## src/rtl/mdu_pkg.sv

```systemverilog
`default_nettype none
// ============================================================================
// Module      : mdu_pkg
// Description : Op codes, FSM state type and helpers shared by the HI/LO MDU.
// Revision    : 1.0 - initial release
// ============================================================================
package mdu_pkg;

  localparam int c_op_width = 3;

  typedef enum logic [c_op_width-1:0] {
    MULT  = 3'd0,
    MULTU = 3'd1,
    MADD  = 3'd2,
    MADDU = 3'd3,
    MSUB  = 3'd4,
    MSUBU = 3'd5,
    MTHI  = 3'd6,
    MTLO  = 3'd7
  } mdu_op_e;

  typedef enum logic [1:0] {
    IDLE = 2'd0,
    MUL  = 2'd1,
    ACC  = 2'd2
  } mdu_state_e;

  function automatic logic is_signed(input mdu_op_e op);
    return (op == MULT) || (op == MADD) || (op == MSUB);
  endfunction

endpackage
`default_nettype wire

```

## src/rtl/mdu_hilo_acc_if.sv

```systemverilog
`default_nettype none
// ============================================================================
// Module      : mdu_hilo_acc_if
// Description : Request/response bundle between the EX stage and the HI/LO MDU.
// Revision    : 1.0 - initial release
// ============================================================================
interface mdu_hilo_acc_if
  import mdu_pkg::*;
#(
  parameter int WIDTH = 32
) ();

  logic                  i_start;
  logic [c_op_width-1:0] i_op;
  logic [WIDTH-1:0]      i_rs;
  logic [WIDTH-1:0]      i_rt;
  logic                  i_flush;
  logic                  o_busy;
  logic                  o_done;
  logic [WIDTH-1:0]      o_hi;
  logic [WIDTH-1:0]      o_lo;

  modport master (
    output i_start, i_op, i_rs, i_rt, i_flush,
    input  o_busy, o_done, o_hi, o_lo
  );

  modport slave (
    input  i_start, i_op, i_rs, i_rt, i_flush,
    output o_busy, o_done, o_hi, o_lo
  );

endinterface
`default_nettype wire

```

## src/rtl/mdu_shift_mul.sv

```systemverilog
`default_nettype none
// ============================================================================
// Module      : mdu_shift_mul
// Description : Unsigned WIDTH x WIDTH multiplier core, one shift-add per step.
//               MDU_FAST_MUL_EN selects a registered single-cycle multiply.
// Revision    : 1.0 - initial release
// ============================================================================
module mdu_shift_mul #(
  parameter int WIDTH = 32
) (
  input  wire logic               clk,
  input  wire logic               rst,
  input  wire logic               i_load,
  input  wire logic               i_step,
  input  wire logic [WIDTH-1:0]   i_a,
  input  wire logic [WIDTH-1:0]   i_b,
  output logic      [2*WIDTH-1:0] o_prod,
  output logic                    o_last
);

`ifdef MDU_FAST_MUL_EN

  logic [2*WIDTH-1:0] r_prod;

  always_ff @(posedge clk) begin
    if (rst) begin
      r_prod <= '0;
    end else if (i_load) begin
      r_prod <= {{WIDTH{1'b0}}, i_a} * {{WIDTH{1'b0}}, i_b};
    end
  end

  assign o_prod = r_prod;
  assign o_last = 1'b1;

`else

  localparam int c_cnt_w = (WIDTH > 1) ? $clog2(WIDTH) : 1;

  logic [2*WIDTH-1:0] r_mcand;
  logic [WIDTH-1:0]   r_mplier;
  logic [2*WIDTH-1:0] r_prod;
  logic [c_cnt_w-1:0] r_cnt;

  // Multiplicand walks left while the multiplier drains from its LSB.
  always_ff @(posedge clk) begin
    if (rst) begin
      r_mcand  <= '0;
      r_mplier <= '0;
      r_prod   <= '0;
      r_cnt    <= '0;
    end else if (i_load) begin
      r_mcand  <= {{WIDTH{1'b0}}, i_a};
      r_mplier <= i_b;
      r_prod   <= '0;
      r_cnt    <= c_cnt_w'(WIDTH - 1);
    end else if (i_step) begin
      if (r_mplier[0]) begin
        r_prod <= r_prod + r_mcand;
      end
      r_mcand  <= r_mcand << 1;
      r_mplier <= r_mplier >> 1;
      if (r_cnt != '0) begin
        r_cnt <= r_cnt - 1'b1;
      end
    end
  end

  assign o_prod = r_prod;
  assign o_last = (r_cnt == '0);

`endif

endmodule
`default_nettype wire

```

## src/rtl/mdu_hilo_acc.sv

```systemverilog
`default_nettype none
// ============================================================================
// Module      : mdu_hilo_acc
// Description : Sequential MULT/MADD/MSUB unit owning HI/LO, with MTHI/MTLO.
//               MDU_FAST_MUL_EN replaces the iterative multiply with one cycle.
// Revision    : 1.0 - initial release
// ============================================================================
module mdu_hilo_acc
  import mdu_pkg::*;
#(
  parameter int WIDTH = 32
) (
  input wire logic     clk,
  input wire logic     rst,
  mdu_hilo_acc_if.slave bus
);

  mdu_state_e         r_state, w_state_nxt;
  mdu_op_e            r_op, w_op_in;
  logic               r_neg;
  logic [WIDTH-1:0]   r_hi, r_lo, w_hi_nxt, w_lo_nxt;
  logic               r_done, w_done_nxt;
  logic               w_load, w_step, w_last, w_sgn;
  logic [WIDTH-1:0]   w_mag_rs, w_mag_rt;
  logic [2*WIDTH-1:0] w_prod, w_p, w_acc, w_sum;

  assign w_op_in  = mdu_op_e'(bus.i_op);
  assign w_sgn    = is_signed(w_op_in);
  // Magnitude of the most-negative value is 2^(WIDTH-1), still exact unsigned.
  assign w_mag_rs = (w_sgn && bus.i_rs[WIDTH-1]) ? -bus.i_rs : bus.i_rs;
  assign w_mag_rt = (w_sgn && bus.i_rt[WIDTH-1]) ? -bus.i_rt : bus.i_rt;

  mdu_shift_mul #(
    .WIDTH (WIDTH)
  ) u_mul (
    .clk    (clk),
    .rst    (rst),
    .i_load (w_load),
    .i_step (w_step),
    .i_a    (w_mag_rs),
    .i_b    (w_mag_rt),
    .o_prod (w_prod),
    .o_last (w_last)
  );

  assign w_p   = r_neg ? -w_prod : w_prod;
  assign w_acc = {r_hi, r_lo};

  always_comb begin
    w_sum = w_p;
    case (r_op)
      MADD, MADDU: w_sum = w_acc + w_p;
      MSUB, MSUBU: w_sum = w_acc - w_p;
      default:     w_sum = w_p;
    endcase
  end

  always_comb begin
    w_state_nxt = r_state;
    w_hi_nxt    = r_hi;
    w_lo_nxt    = r_lo;
    w_done_nxt  = 1'b0;
    w_load      = 1'b0;
    w_step      = 1'b0;
    case (r_state)
      IDLE: begin
        // A flush in IDLE drops a coincident request.
        if (bus.i_start && !bus.i_flush) begin
          case (w_op_in)
            MTHI: begin
              w_hi_nxt   = bus.i_rs;
              w_done_nxt = 1'b1;
            end
            MTLO: begin
              w_lo_nxt   = bus.i_rs;
              w_done_nxt = 1'b1;
            end
            default: begin
              w_load = 1'b1;
`ifdef MDU_FAST_MUL_EN
              w_state_nxt = ACC;
`else
              w_state_nxt = MUL;
`endif
            end
          endcase
        end
      end
      MUL: begin
        w_step = 1'b1;
        if (bus.i_flush) begin
          w_state_nxt = IDLE;
        end else if (w_last) begin
          w_state_nxt = ACC;
        end
      end
      ACC: begin
        w_state_nxt = IDLE;
        if (!bus.i_flush) begin
          {w_hi_nxt, w_lo_nxt} = w_sum;
          w_done_nxt           = 1'b1;
        end
      end
      default: w_state_nxt = IDLE;
    endcase
  end

  always_ff @(posedge clk) begin
    if (rst) begin
      r_state <= IDLE;
      r_hi    <= '0;
      r_lo    <= '0;
      r_done  <= 1'b0;
      r_op    <= MULT;
      r_neg   <= 1'b0;
    end else begin
      r_state <= w_state_nxt;
      r_hi    <= w_hi_nxt;
      r_lo    <= w_lo_nxt;
      r_done  <= w_done_nxt;
      if (w_load) begin
        r_op  <= w_op_in;
        r_neg <= w_sgn & (bus.i_rs[WIDTH-1] ^ bus.i_rt[WIDTH-1]);
      end
    end
  end

  assign bus.o_busy = (r_state != IDLE);
  assign bus.o_done = r_done;
  assign bus.o_hi   = r_hi;
  assign bus.o_lo   = r_lo;

endmodule
`default_nettype wire

```

## src/flat_wrapper.sv

```systemverilog
// flat-port wrapper written by rule: the top's interface ports become plain ports
module mdu_hilo_acc_flat import mdu_pkg::*;
#(
  parameter int WIDTH = 32
)
  (clk, rst, bus_i_start, bus_i_op, bus_i_rs, bus_i_rt, bus_i_flush, bus_o_busy, bus_o_done, bus_o_hi, bus_o_lo);
  mdu_hilo_acc_if #(.WIDTH(WIDTH)) bus_i ();
  input wire logic clk;
  input wire logic rst;
  input wire logic [$bits(bus_i.i_start)-1:0] bus_i_start;
  input wire logic [$bits(bus_i.i_op)-1:0] bus_i_op;
  input wire logic [$bits(bus_i.i_rs)-1:0] bus_i_rs;
  input wire logic [$bits(bus_i.i_rt)-1:0] bus_i_rt;
  input wire logic [$bits(bus_i.i_flush)-1:0] bus_i_flush;
  output wire logic [$bits(bus_i.o_busy)-1:0] bus_o_busy;
  output wire logic [$bits(bus_i.o_done)-1:0] bus_o_done;
  output wire logic [$bits(bus_i.o_hi)-1:0] bus_o_hi;
  output wire logic [$bits(bus_i.o_lo)-1:0] bus_o_lo;
  assign bus_i.i_start = bus_i_start;
  assign bus_i.i_op = bus_i_op;
  assign bus_i.i_rs = bus_i_rs;
  assign bus_i.i_rt = bus_i_rt;
  assign bus_i.i_flush = bus_i_flush;
  assign bus_o_busy = bus_i.o_busy;
  assign bus_o_done = bus_i.o_done;
  assign bus_o_hi = bus_i.o_hi;
  assign bus_o_lo = bus_i.o_lo;
  mdu_hilo_acc #(.WIDTH(WIDTH)) u_core (.clk(clk), .rst(rst), .bus(bus_i));
endmodule
```

## config.mk

```make
export PLATFORM = sky130hd
export DESIGN_NAME = mdu_hilo_acc_flat
export DESIGN_NICKNAME = d
export VERILOG_FILES = /design/src/rtl/mdu_pkg.sv /design/src/rtl/mdu_hilo_acc_if.sv /design/src/rtl/mdu_shift_mul.sv /design/src/rtl/mdu_hilo_acc.sv /design/src/flat_wrapper.sv
export SDC_FILE = /design/constraint.sdc
export NUM_CORES = 1
export LEC_CHECK = 0
export BUFFER_PORTS_ARGS = -buffer_cell sky130_fd_sc_hd__buf_2
export CORE_MARGIN = 2
export CORE_UTILIZATION = 60
export CTS_CLUSTER_SIZE = 20
export DETAILED_ROUTE_END_ITERATION = 10
export PLACE_DENSITY_LB_ADDON = 0.1
export SYNTH_ARGS = -nofsm -noshare
export SYNTH_HDL_FRONTEND = slang
export SYNTH_SLANG_ARGS = --single-unit
```

## constraint.sdc

```tcl
create_clock -name clk -period 15.1 [get_ports clk]
set_input_delay 0.755 -clock clk [delete_from_list [all_inputs] [get_ports clk]]
set_output_delay 0.755 -clock clk [all_outputs]
set_load 0.03 [all_outputs]
```

### Word-level counts from Yosys, hierarchy flattened

Cells that the tools add are included.

* register bits: 236
* bits of input ports: 71
* output and inout port bits: 66
* word-level logic and storage cells: 91

* add/sub/neg operators: 7
* equality and inequality tests: 16
* multiplexer cells: 32
* bitwise logic cells: 2
* reductions and logical operators: 23

Operators with widths (count)
* $mux 32: 12
* $add 64x64->64: 2
* $pmux 32 s2: 2
* $pmux 64 s2: 1
* $mux 64: 1
* $neg 32->32: 2
* $neg 64->64: 1
* $sub 64x64->64: 1
* $eq 3x3->1 const B: 5
* $mux 5: 3
* $eq 3x2->1 const B: 3
* $mux 2: 4
* $ne 2x2->1 const B: 4
* $reduce_and 4->1: 2
* $reduce_bool 2->1: 4
* $reduce_or 2->1: 4
* $mux 1: 7
* $logic_not 5->1: 1
* $reduce_bool 5->1: 1
* $sub 5x1->5 const B: 1
* $pmux 2 s2: 1
* $reduce_and 2->1: 2
* $logic_and 1x1->1: 3
* $logic_not 3->1: 1
* 11 further kinds: 12

### Longest topological paths before layout

* depth in word-level cells: 7
* gate-level depth with buffers: 29
* mapped depth without buffers: 27

### Hierarchy

A second synthesis with hierarchy kept.

* cell total of the unflattened synthesis: 2952
* area, all modules: 21764.6 um2

By module, submodules not included
* mdu_hilo_acc: instances 1, cells an instance 1707, area an instance 11827.6 um2
* mdu_shift_mul: instances 1, cells an instance 1245, area an instance 9937.0 um2

### Worst setup path after synthesis

Ideal clock, no wire load.

* path type: reg-to-reg
* start point: reg u_core.u_mul.r_prod[16] (netlist: u_core.u_mul.o_prod[16])
* end point: reg u_core.r_hi[29] (netlist: u_core.bus.o_hi[29])
* setup time: 0.114 ns
* arrival time: 6.388 ns
* data required time: 14.986 ns
* setup slack: 8.597 ns
* stages on the path, launching flop included: 28
* path buffers: 4
* period minus slack after synthesis: 6.503 ns
* cells stage by stage: dfxtp_1 buf_6 or4_4 buf_6 or4_4 buf_6 o41ai_4 xnor2_1 a211o_1 or4b_1 or3_4 nor3_4 nor2_1 xnor2_1 ha_1 clkbuf_1 nand2_1 o211ai_1 nand3_1 and2_1 or4_1 o22a_1 o21ai_0 a221o_1 a221oi_1 xnor2_1 a211oi_1 a2111oi_0

* word-level cells in the longest chain between the ends: 6
* elaborated cells on any way between the ends: 7

RTL lines
* from (decl): RTL line mdu_shift_mul.sv:42 `logic [2*WIDTH-1:0] r_prod;`
* from (signal assigned): RTL line mdu_shift_mul.sv:59 `r_prod <= r_prod + r_mcand;`
* $neg 64->64: RTL line mdu_hilo_acc.sv:46 `assign w_p = r_neg ? -w_prod : w_prod;`
* $mux 64 (*): RTL line mdu_hilo_acc.sv:46
* $sub 64x64->64 or $add 64x64->64 (tied branches): RTL line mdu_hilo_acc.sv:53, mdu_hilo_acc.sv:52
* $pmux 64 s2 (*): RTL line mdu_hilo_acc.sv:51 `case (r_op)`
* $mux 32 (*): RTL line mdu_hilo_acc.sv:99 `if (!bus.i_flush) begin`
* $pmux 32 s2 (*): RTL line mdu_hilo_acc.sv:65 `case (r_state)`
* to (signal assigned): RTL line mdu_hilo_acc.sv:118 `r_hi <= w_hi_nxt;`
* to (decl): RTL line mdu_hilo_acc.sv:21 `logic [WIDTH-1:0] r_hi, r_lo, w_hi_nxt, w_lo_nxt;`

Every way passes the cells marked *; elsewhere a longest branch is shown, timed or not. The select of a mux whose other input is x is not followed.
A chain may end at the register's enable or synchronous reset.

### Worst setup path after layout

* start point: reg u_core.u_mul.r_prod[2] (netlist: u_core.u_mul.o_prod[2])
* end point: reg u_core.r_hi[29] (netlist: u_core.bus.o_hi[29])

The elaborated chain is that of the path after synthesis.

==> summary.md <==
| Metric | Value |
|---|---|
| Hold path startpoint | `bus_i_flush` |
| Non-Filler Instances | `3,523` |
| Clock latency on the worst-skew pair | `0.59 ns` |
| Filler cells | `3,213` |
| Die W | `193.9 µm` |
| Longest Clk Path Bufs | `3` |
| Largest net degree at the start of global routing | `98` |
| Netlist cell types | `86` |
| Tot Pwr | `1858 µW` |
| Maxcap violations | `0` |
| Dpl cells | `3,469` |
| DRC Markers | `0` |
| WS Path Type | `flip-flop to flip-flop` |
| RSZ-0062 raised after global routing | `false` |
| Crit path max fanout | `14` |
| Post-route clock skew | `0.01381 ns` |
| Flop-to-flop setup slack | `7.28 ns` |
| H-tree level count | `1` |
| IO buf count | `136` |
| Initial Util | `0.6084` |
| Initial antenna violation count | `1` |
| Multi-input gate area | `0.01602 mm²` |
| Cells after synthesis | `3,047` |
| CTS buffer count | `28` |
| Top_reg_cell synth | `dfxtp_1` |
| Average size of a mapped cell | `7.102 µm²` |
| Hold path cells | `2` |
| Die Y | `193.9 µm` |
| Cell Rows | `69` |
| Die outline area | `0.03760 mm²` |
| VDD IR max | `0.00008549 V` |
| Post-CTS Resized | `0` |
| Final Cycle Share | `0.5180` |
| Vias per inst | `6.670` |
| Dpl hpwl | `57,770 µm` |
| Min setup slack post-route | `7.279 ns` |
| CTS Hold Bufs | `0` |
| Total Routed Length | `77,350 µm` |
| TritonRoute pass-1 iters | `8` |
| Final Max Tran Viols | `0` |
| Antenna-violating nets left | `0` |
| Reg2reg end | `u_core.bus.o_hi[29]` |
| Setup TNS | `0 ns` |
| GRT overflow | `0` |
| Post-synth ARST share | `0` |
| Root Buffer | `clkbuf_16` |
| Total number of vias | `23.50k` |
| Wire length of the first global-routing pass | `120,400 µm` |
| Final #Nets | `3,242` |
| Seq/Total Area, Yosys | `0.2174` |
| Initial drt markers | `2,787` |
| Crit end category | `flip-flop` |
| Area share of the largest cell type after synthesis | `0.2174` |
| Hold Crit Class | `input pin to flip-flop` |
| Area Overhead vs Synth | `7.701%` |
| Drt wl/cell | `21.96 µm` |
| Reg2Reg Depth | `22` |
| Final Critical Period | `7.821 ns` |
| Outcome | `finished clean` |
| Share of cells above drive strength 1 | `0.08824` |
| Yosys top cell by area | `dfxtp_1` |
| Placer Congestion | `1.059` |
| Static leakage | `0.009972 µW` |
| Number of I/O pins | `137` |
| Hold Path End | `u_core.r_state[1]` |
| Total setup buffers inserted after CTS | `0` |
| Final hold vios | `0` |
| Core box area | `0.03557 mm²` |
| Clock-pin slew on the worst setup and hold paths | `0.06 ns` |
| Worst Max-Slew Pin Slew | `1.336 ns` |
| Synth Cell Area | `0.02164 mm²` |
| Total GRT Usage | `0.3961` |
| Final setup viols | `0` |
| Dpl ws | `7.501 ns` |
| Critical Path AT | `8.28 ns` |
| Type of origin of the critical path | `flip-flop` |
| Slew HR | `0.1063` |
| Warnings from Yosys | `0` |
| Max Freq | `127.9 MHz` |
| EDFF count, synth | `0` |
| FF/Latch Area | `0.004706 mm²` |
| CTS tree | `yes` |
| Clk sinks | `235` |
| Reg-to-reg startpoint | `u_core.u_mul.o_prod[2]` |
| Req. time, crit path | `15.56 ns` |
| Syn Nets | `3,251` |
| Synth top area cells | `dfxtp_1 (22%), nand2_1 (8.6%), ha_1 (7.6%)` |
| Vias in the first global route | `21.32k` |
| Synth Register Bits | `235` |
| P per Cell Area | `79.70 mW/mm²` |
cells in the final DEF, fill, tap and decap left out, types with 41 or more instances in the layout:
| cell type | count |
|---|---|
| nor3_1 | 65 |
| o21ai_0 | 163 |
| nand2_1 | 492 |
| a21o_1 | 85 |
| nand4_1 | 41 |
| nor2_1 | 273 |
| buf_2 | 135 |
| a211oi_1 | 42 |
| a311oi_1 | 73 |
| ha_1 | 131 |
| nand3_1 | 54 |
| dfxtp_1 | 234 |
| a21oi_1 | 327 |
| xnor2_1 | 153 |
| xor2_1 | 140 |
| inv_1 | 60 |
per-layer routing:
| metal | global-route usage | part of all wire |
|---|---|---|
| met3 | 0.08715 | 0.12 |
| met4 | 0.1411 | 0.042 |
| met1 | 0.5630 | 0.43 |
| met5 | 0 | 0 |
| met2 | 0.5882 | 0.41 |
metrics by stage:
step                instance area (µm²)  hold WS [ns]  utilization
floorplan                         21640        0.4481            -
global placement                  22380        0.4581       0.6292
detailed placement                22380        0.4665       0.6292
CTS                               23300        0.4072       0.6551
global route                      23300        0.4487       0.6551
finish                            23310        0.4242       0.6553
report_power, final:
part	leakage, µW	total (µW)	internal (µW)	switching [µW]
sequential	0.00191	653	637	15.3
combinational	0.00762	508	193	314
clock	0.000442	697	399	298
how the worst max path moves through the flow:
stage / from / end / slack (ns) / cells past startpoint
floorplan: u_core.u_mul.o_prod[16] / u_core.bus.o_hi[29] / 8.60 / 27
global placement: u_core.u_mul.o_prod[2] / u_core.bus.o_hi[30] / 7.67 / 22
detailed placement: u_core.u_mul.o_prod[2] / u_core.bus.o_hi[29] / 7.50 / 23
CTS: u_core.u_mul.o_prod[2] / u_core.bus.o_hi[29] / 7.44 / 23
global route: u_core.u_mul.o_prod[2] / u_core.bus.o_hi[29] / 6.64 / 22
finish: u_core.u_mul.o_prod[2] / u_core.bus.o_hi[29] / 7.28 / 22
synthesized netlist by cell type, types with 42 or more instances:
master    instances
nand3_1          54
dfxtp_1         235
xor2_1          141
nor2_1          274
xnor2_1         154
ha_1            131
clkbuf_1        167
a21oi_1         327
a21o_1           86
nor3_1           66
nand2_1         495
o21ai_0         164
a311oi_1         73
a211oi_1         42
inv_1            60
worst max-delay path, cell delays in order, from the launching register on:
cell and delay (ns):
dfxtp_1 0.45, nor4_2 0.91, nand2_1 0.40, o31ai_1 0.34
xnor2_1 0.22, nor4_1 0.97, and4b_1 0.38, and2_1 0.24
nand3_1 0.22, nor2_1 0.50, a21oi_1 0.17, xor2_1 0.18
ha_1 0.38, a31oi_1 0.20, o21ai_0 0.12, a21o_1 0.18
a21oi_1 0.13, o21ai_0 0.19, a221o_1 0.43, a221oi_1 0.47
xnor2_1 0.18, a211oi_1 0.08, a2111oi_0 0.36
state kept, by name, summed over array words and instances (netlist names):
| register | count |
|---|---|
| u_core.u_mul.o_prod | 64 |
| u_core.u_mul.r_mcand | 64 |
| u_core.bus.o_hi | 32 |
| u_core.bus.o_lo | 32 |
| u_core.u_mul.r_mplier | 32 |
| u_core.u_mul.r_cnt | 5 |
| u_core.r_op | 2 |
| u_core.r_state | 2 |
| u_core.bus.o_done | 1 |
| u_core.r_neg | 1 |
logic make-up after synthesis:
family                   Yosys count  synth area share
buffers and inverters            258           0.04596
flip-flops                       235            0.2174
AO/OA/AOI/OAI                    955            0.2850
adder cells (fa/ha/maj)          133           0.07759
multiplexers                      10          0.004799
AND/OR/NAND/NOR                 1160            0.2491
XOR/XNOR                         296            0.1201
area by class of cell:
class,instances,area share
multi-input combinational,2554,0.6872
sequential,235,0.2019
timing repair buffer,159,0.03672
clock buffer,36,0.03178
tap,461,0.02475
inverter,60,0.009663
clock inverter,16,0.007730
antenna,2,0.0002147
Power figures use the tool's default switching activity.
